**src/rtl/rv32i_pkg.sv**
```systemverilog
// Shared RV32I writeback definitions: register-file geometry and the buffered
// result record used by the writeback arbiter and its load-result FIFO.
package rv32i_pkg;

   localparam int XLEN   = 32;
   localparam int REG_AW = 5;

   typedef struct packed {
      logic              valid;
      logic [REG_AW-1:0] rd;
      logic [XLEN-1:0]   data;
   } wb_entry_t;

endpackage

```
**src/rtl/wb_fifo.sv**
```systemverilog
// Load-result FIFO for the writeback arbiter: DEPTH entries of {valid, rd, data},
// with per-entry visibility and a kill vector that clears valid bits in place.
module wb_fifo
   import rv32i_pkg::*;
#(
   parameter int DEPTH = 2
) (
   input  logic                          clk,
   input  logic                          rst,
   input  logic                          push,
   input  wb_entry_t                     push_ent,
   input  logic                          pop,
   input  logic [DEPTH-1:0]              kill,
   output wb_entry_t                     head,
   output logic [DEPTH-1:0]              ent_valid,
   output logic [DEPTH-1:0][REG_AW-1:0]  ent_rd,
   output logic [DEPTH-1:0][XLEN-1:0]    ent_data,
   output logic                          empty,
   output logic                          full
);

   localparam int PW = (DEPTH > 1) ? $clog2(DEPTH) : 1;
   localparam int CW = $clog2(DEPTH + 1);
   localparam logic [PW-1:0] PTR_LAST = PW'(DEPTH - 1);
   localparam logic [CW-1:0] CNT_FULL = CW'(DEPTH);

   logic [DEPTH-1:0]             valid_q;
   logic [DEPTH-1:0]             valid_nxt;
   logic [DEPTH-1:0][REG_AW-1:0] rd_q;
   logic [DEPTH-1:0][XLEN-1:0]   data_q;
   logic [PW-1:0]                rptr;
   logic [PW-1:0]                wptr;
   logic [CW-1:0]                count;

   function automatic logic [PW-1:0] ptr_inc(input logic [PW-1:0] p);
      return (p == PTR_LAST) ? '0 : p + 1'b1;
   endfunction

   // The freshly written slot takes its valid from the push, overriding any kill.
   always_comb begin
      valid_nxt = valid_q & ~kill;
      if (pop)
         valid_nxt[rptr] = 1'b0;
      if (push)
         valid_nxt[wptr] = push_ent.valid;
   end

   always_ff @(posedge clk or negedge rst) begin
      if (!rst) begin
         valid_q <= '0;
         rptr    <= '0;
         wptr    <= '0;
         count   <= '0;
      end else begin
         valid_q <= valid_nxt;
         if (push)
            wptr <= ptr_inc(wptr);
         if (pop)
            rptr <= ptr_inc(rptr);
         case ({push, pop})
            2'b10:   count <= count + 1'b1;
            2'b01:   count <= count - 1'b1;
            default: count <= count;
         endcase
      end
   end

   always_ff @(posedge clk) begin
      if (push) begin
         rd_q[wptr]   <= push_ent.rd;
         data_q[wptr] <= push_ent.data;
      end
   end

   assign head      = {valid_q[rptr], rd_q[rptr], data_q[rptr]};
   assign ent_valid = valid_q;
   assign ent_rd    = rd_q;
   assign ent_data  = data_q;
   assign empty     = (count == '0);
   assign full      = (count == CNT_FULL);

endmodule

```
**src/rtl/wb_arbiter.sv**
```systemverilog
// Writeback arbiter: ALU results (strict priority) and buffered load results share one
// register-file write port. Forwarding of pending values is built only with WB_ARBITER_FWD_EN.
module wb_arbiter
   import rv32i_pkg::*;
#(
   parameter int DEPTH = 2
) (
   input  logic              clk,
   input  logic              rst,
   input  logic              alu_valid,
   input  logic [REG_AW-1:0] alu_rd,
   input  logic [XLEN-1:0]   alu_data,
   input  logic              mem_valid,
   output logic              mem_ready,
   input  logic [REG_AW-1:0] mem_rd,
   input  logic [XLEN-1:0]   mem_data,
   output logic [REG_AW-1:0] waddr,
   output logic [XLEN-1:0]   wdata,
   output logic              regwen,
   input  logic [REG_AW-1:0] q_addr1,
   input  logic [REG_AW-1:0] q_addr2,
   output logic              q_hit1,
   output logic              q_hit2,
   output logic [XLEN-1:0]   q_data1,
   output logic [XLEN-1:0]   q_data2
);

   logic                         alu_wr;
   logic                         push;
   logic                         pop;
   wb_entry_t                    push_ent;
   wb_entry_t                    head;
   logic [DEPTH-1:0]             kill;
   logic [DEPTH-1:0]             ent_valid;
   logic [DEPTH-1:0][REG_AW-1:0] ent_rd;
   logic [DEPTH-1:0][XLEN-1:0]   ent_data;
   logic                         empty;
   logic                         full;

   assign alu_wr    = alu_valid && (alu_rd != '0);
   assign mem_ready = !full;
   // rd 0 loads are handshaken but never stored.
   assign push      = mem_valid && mem_ready && (mem_rd != '0);
   assign pop       = !alu_valid && !empty;
   assign push_ent  = {!(alu_wr && (alu_rd == mem_rd)), mem_rd, mem_data};

   // A newer write to the same rd makes any older buffered value dead.
   always_comb begin
      kill = '0;
      for (int i = 0; i < DEPTH; i++)
         kill[i] = ent_valid[i] &&
                   ((alu_wr && (ent_rd[i] == alu_rd)) || (push && (ent_rd[i] == mem_rd)));
   end

   wb_fifo #(.DEPTH(DEPTH)) u_fifo (
      .clk       (clk),
      .rst       (rst),
      .push      (push),
      .push_ent  (push_ent),
      .pop       (pop),
      .kill      (kill),
      .head      (head),
      .ent_valid (ent_valid),
      .ent_rd    (ent_rd),
      .ent_data  (ent_data),
      .empty     (empty),
      .full      (full)
   );

   always_ff @(posedge clk or negedge rst) begin
      if (!rst) begin
         regwen <= 1'b0;
         waddr  <= '0;
         wdata  <= '0;
      end else if (alu_valid) begin
         regwen <= alu_wr;
         if (alu_wr) begin
            waddr <= alu_rd;
            wdata <= alu_data;
         end
      end else if (pop) begin
         regwen <= head.valid;
         if (head.valid) begin
            waddr <= head.rd;
            wdata <= head.data;
         end
      end else begin
         regwen <= 1'b0;
      end
   end

`ifdef WB_ARBITER_FWD_EN
   // Buffered entries are newer than the output register, so they win.
   function automatic logic [XLEN:0] fwd_lookup(
      input logic [REG_AW-1:0]             qa,
      input logic                          wen,
      input logic [REG_AW-1:0]             wa,
      input logic [XLEN-1:0]               wd,
      input logic [DEPTH-1:0]              ev,
      input logic [DEPTH-1:0][REG_AW-1:0]  er,
      input logic [DEPTH-1:0][XLEN-1:0]    ed
   );
      logic [XLEN:0] r;
      r = '0;
      if (qa != '0) begin
         if (wen && (wa == qa))
            r = {1'b1, wd};
         for (int i = 0; i < DEPTH; i++)
            if (ev[i] && (er[i] == qa))
               r = {1'b1, ed[i]};
      end
      return r;
   endfunction

   always_comb begin
      {q_hit1, q_data1} = fwd_lookup(q_addr1, regwen, waddr, wdata, ent_valid, ent_rd, ent_data);
      {q_hit2, q_data2} = fwd_lookup(q_addr2, regwen, waddr, wdata, ent_valid, ent_rd, ent_data);
   end
`else
   logic unused_fwd;

   assign q_hit1     = 1'b0;
   assign q_hit2     = 1'b0;
   assign q_data1    = '0;
   assign q_data2    = '0;
   assign unused_fwd = ^{q_addr1, q_addr2, ent_data};
`endif

endmodule

```
**config.mk**
```make
export PLATFORM = sky130hd
export DESIGN_NAME = wb_arbiter
export DESIGN_NICKNAME = d
export VERILOG_FILES = /design/src/rtl/rv32i_pkg.sv /design/src/rtl/wb_fifo.sv /design/src/rtl/wb_arbiter.sv
export SDC_FILE = /design/constraint.sdc
export NUM_CORES = 1
export LEC_CHECK = 0
export CORE_MARGIN = 2
export CORE_UTILIZATION = 46
export DETAILED_ROUTE_END_ITERATION = 7
export PLACE_DENSITY = 0.9
export RECOVER_POWER = 50
export SKIP_CTS_REPAIR_TIMING = 1
export SLEW_MARGIN = 20
export SYNTH_ARGS = -nofsm -noshare
export SYNTH_HDL_FRONTEND = slang
export SYNTH_SLANG_ARGS = --single-unit
```
**constraint.sdc**
```tcl
create_clock -name clk -period 3.1 [get_ports clk]
set_input_delay 0.465 -clock clk [delete_from_list [all_inputs] [get_ports clk]]
set_output_delay 0.465 -clock clk [all_outputs]
set_load 0.01 [all_outputs]
```
Word level (Yosys, flattened, before mapping)
Index checks and enable logic that the tools add are counted.
- word-level logic and storage cells: 90
- bits of input ports: 88
- output and inout port bits: 105
- register bits: 118
- muxes and demuxes: 32
- bitwise operators: 4
- equality and inequality tests: 9
- $lt $le $gt $ge: 4
- add/sub/neg operators: 4
- reduce and logical (&&, ||, !) cells: 26
- operators with widths (cell ; number):
    $mux W32 ; 7
    $bwmux W64 ; 1
    $mux W5 ; 7
    $demux W32 S1 ; 1
    $eq A5 B5 Y1 ; 5
    $logic_and A1 B1 Y1 ; 13
    $bwmux W10 ; 1
    $reduce_bool A5 Y1 ; 2
    $mux W1 ; 8
    $reduce_bool A2 Y1 ; 3
    $demux W5 S1 ; 1
    $and A2 B2 Y2 ; 2
    $eq A2 B2 Y1 const B ; 2
    $logic_not A1 Y1 ; 4
    $lt A1 B2 Y1 const B ; 2
    $mux W2 ; 2
    $not A2 Y2 ; 2
    $pmux W2 S2 ; 1
    $reduce_and A3 Y1 ; 1
    $add A1 B1 Y1 const B ; 2
    $add A2 B1 Y2 const B ; 1
    $bwmux W2 ; 1
    $demux W1 S1 ; 2
    $eq A2 B1 Y1 const B ; 1
    other kinds (5) ; 7

Logic depth before layout (Yosys ltp)
- depth after elaboration: 13
- depth in mapped cells: 7
- gate-level depth less buffers: 7

By module
From an unflattened synthesis, not the netlist that was laid out.
- cell total of the unflattened synthesis: 378
- area total of the unflattened synthesis: 5431.5 um^2
- by module, submodules not included (module ; times used ; area an instance (um^2) ; cells each ; seq. area each (um^2)):
    wb_fifo ; 1 ; 2974.1 ; 141 ; 2372.3
    wb_arbiter ; 1 ; 2457.4 ; 237 ; 950.9

Worst setup path after synthesis
No wires, ideal clock.
- path type: input-to-reg
- from: input port mem_rd[0]
- to: register u_fifo.data_q, in the netlist u_fifo.ent_data[0], enable pin
- setup time: 434 ps
- slack: 61 ps
- stages: 4
- required time: 2666 ps
- data arrival time: 2605 ps
- cell sequence: clkbuf_1 > o211a_1 > inv_1 > nor2_1
- cells in the longest elaborated chain, start to end: 2
- ends and longest elaborated chain (what ; RTL line ; RTL):
    start, declared ; wb_arbiter.sv:15 ; input logic [REG_AW-1:0] mem_rd,
    $reduce_bool A5 Y1 ; wb_arbiter.sv:43 ; assign push = mem_valid && mem_ready && (mem_rd != '0);
    $logic_and A1 B1 Y1 ; wb_arbiter.sv:43 ;
    end signal, assigned by index ; wb_fifo.sv:71 ; data_q[wptr] <= push_ent.data;
    end, declared ; wb_fifo.sv:30 ; logic [DEPTH-1:0][XLEN-1:0] data_q;
No other way between the ends.
A chain may end at the register's enable or synchronous reset.

Worst setup path in the final report
- from: register u_fifo.rptr
- to: register wdata[7]
- cells in the longest elaborated chain, start to end: 5
- ends and longest elaborated chain (what ; RTL line ; RTL):
    start, declared ; wb_fifo.sv:31 ; logic [PW-1:0] rptr;
    start signal, assigned ; wb_fifo.sv:59 ; rptr <= ptr_inc(rptr);
    $mux W32 (implied by the code) (2 in series) ; wb_fifo.sv:75 ; assign head = {valid_q[rptr], rd_q[rptr], data_q[rptr]};
    $mux W32 ; wb_arbiter.sv:83 ; if (head.valid) begin
    $mux W32 ; wb_arbiter.sv:81 ; end else if (pop) begin
    $mux W32 ; wb_arbiter.sv:75 ; end else if (alu_valid) begin
    end signal, assigned ; wb_arbiter.sv:79 ; wdata <= alu_data;
    end signal, assigned ; wb_arbiter.sv:85 ; wdata <= head.data;
    end, declared ; wb_arbiter.sv:18 ; output logic [XLEN-1:0] wdata,
Several ways; a longest one is shown, not always the timed one. The select of a mux whose other input is x is not followed.

==> reports/results.tsv <==
metric	value	unit
cp_slowest_cell	dfrtp_1	
p_leak	2.99	nW
wl_per_cell	16.4	µm
numCtsBuffers	17	
final_common_cell	edfxtp_1	
clkSlewWorstSetupHoldPaths	0.05	ns
portBuffers	116	
ys.warnings.count	0	
cpPeakStageDelay	1.17	ns
drt_iter0_drc	139	
vias_per_cell	4.89	
dieArea	13100	µm²
worst_r2r_path_depth	4	
rows	40	
start_util	47.0	%
finalClockSkew	0.00606	ns
crit_fanout	23	
cts_tree	done	
grtUsageTotal	18.6	%
core_area	12000	µm²
arrival	2.78	ns
finalSetupTns	0	ns
synth_cell_type_count	31	
hpwlAfterDp	8060	µm
synth_area_leaders	edfxtp_1 40%, dfrtp_1 20%, buf_4 9.0%	
clock_path_buffers	2	
io_pins	193	
hold_path_class	in2async	
cts_sinks	118	
rsz0062_at_grt	no	
period_share	80.1	%
vdd_drop_max	0.000455	V
drv_cap	0	
synth_edf_count	74	
grt_pass1_vias	3594	
synthToLayoutAreaGrowth	30.9	%
fillers	906	
place_congestion	0.819	
status	complete, no violations	
mostFrequentLayoutCells	74 x edfxtp_1, 66 x conb_1, 59 x clkdlybuf4s50_1	
drt_pass1_iterations	4	
instances_no_fill	699	
worst_ep_required_time	3.39	ns
synthCells	415	
grt_start_max_net_pins	44	
final_antenna_net_count	0	
critPathCaptureType	register	
ys_seq_area_share	59.1	%
grt_remaining_overflow	0	
drive_above_1_share	14.5	%
grt_pass1_wl	18200	µm
finalHoldViolations	0	
dp_cells	667	
async_flop_share	37.3	%
syn_area	5620	µm²
antenna_found_initial	1	
insertedDiodeCount	0	
htreeDepth	4	
path_class	reg2reg	
vias	3416	
ys_seq_elements	118	
slew_headroom	4.07	%
finalCriticalPeriod	2.48	ns
timing.fmax	403	MHz
clk_latency	0.41	ns
synthFlopType	edfxtp_1	
die_w	115	µm
routed_wl	11500	µm
slew_violations	0	
synth_area_per_cell	13.5	µm²
root_buffer	clkbuf_16	
worst_setup_path_start_kind	register	
path_cells	buf_4 -> mux2i_1 -> o21ai_0 -> mux2_2	
power_density	883	nW/µm²
fp.dieH	115	µm
synth_top_area_share	39.5	%
fin_nets	628	
drc	0	
worst_pin_slew	1.44	ns
post-synth-top-area-cell	edfxtp_1	
setup_viol	0	
[power by group]
| part | switching [mW] | total, mW | internal, mW |
|---|---|---|---|
| clock network | 0.675 | 2.14 | 1.46 |
| registers | 0.301 | 2.49 | 2.19 |
| logic | 0.828 | 1.87 | 1.04 |
[through the flow]
step / utilization [%] / power [mW] / worst slack [ns] / instance area, µm² / hold WS (ns)
6_report: 61.5 / 6.50 / 0.617 / 7360 / 0.380
3_3_place_gp: 56.1 / 4.36 / 0.280 / 6710 / 0.481
2_1_floorplan: - / 3.63 / 0.0613 / 5860 / 0.169
4_1_cts: 61.6 / 6.62 / 0.706 / 7370 / 0.0719
5_1_grt: 61.5 / 6.81 / 0.457 / 7360 / 0.514
3_5_place_dp: 56.1 / 4.45 / 0.282 / 6710 / 0.494
[worst paths after layout]
| path | end | slack, ns | from |
|---|---|---|---|
| max | wdata[7] | 0.62 | u_fifo.rptr |
| min | wdata[0] | 0.38 | rst |
| max reg2reg | wdata[7] | 0.62 | u_fifo.rptr |
| min reg2reg | wdata[1] | 0.50 | wdata[1] |
| max in group asynchronous | wdata[5] | 0.93 | rst |
| min in group clk | wdata[1] | 0.50 | wdata[1] |
[layer usage]
metal  GRT usage, %  up-vias  share of wire [%]
li1               -     1590                  -
met1           20.6     1652                 38
met2           33.3      155                 54
met3           5.66       17                6.2
met4           7.64        2                1.5
met5              0        -               0.12
[sequential cells by signal (all words and copies together), names as in the netlist]
register          cells
waddr                 5
regwen                1
u_fifo.ent_rd        10
wdata                32
u_fifo.ent_data      64
u_fifo.ent_valid      2
u_fifo.rptr           1
u_fifo.wptr           1
u_fifo.count          2
[critical path, delay by kind of cell, from the launching register on]
family	cells	cell delay, ns
buf+inv	1	0.49
flops	1	1.17
mux	2	0.56
compound gates	1	0.12
[synthesized netlist by cell type, types with 2 or more instances]
cell type / n
nand3_1: 3
mux2_2: 18
clkbuf_1: 12
nor2_1: 4
nor4_1: 3
o21ai_0: 38
buf_1: 2
o311ai_0: 2
nand4_1: 2
or4_1: 2
inv_1: 4
buf_12: 3
xor2_1: 7
nand2_1: 39
mux2_4: 19
mux2i_1: 38
dfrtp_1: 44
xnor2_1: 23
buf_4: 67
edfxtp_1: 74
[cells by family (layout without fill, tap and decap cells)]
kind of cell	after synthesis	count (layout)	share of synthesized area, %
compound gates	48	48	5.14
buf+inv	88	160	11.2
flops	118	118	59.1
mux	75	75	15.5
fa+ha+maj	1	1	0.223
simple gates	54	54	4.07
xor+xnor	30	30	4.68
other cells	1	66	0.0667
[cell type report]
type / instances / area [µm²] / area share, %
Sequential cell: 118 / 3320 / 45.2
Multi-Input combinational cell: 274 / 1920 / 26.2
Timing Repair Buffer: 124 / 1250 / 17.0
Clock buffer: 20 / 457 / 6.21
Clock inverter: 12 / 200 / 2.72
Tap cell: 147 / 184 / 2.50
Inverter: 4 / 15.0 / 0.204
Power figures use the tool's default switching activity.
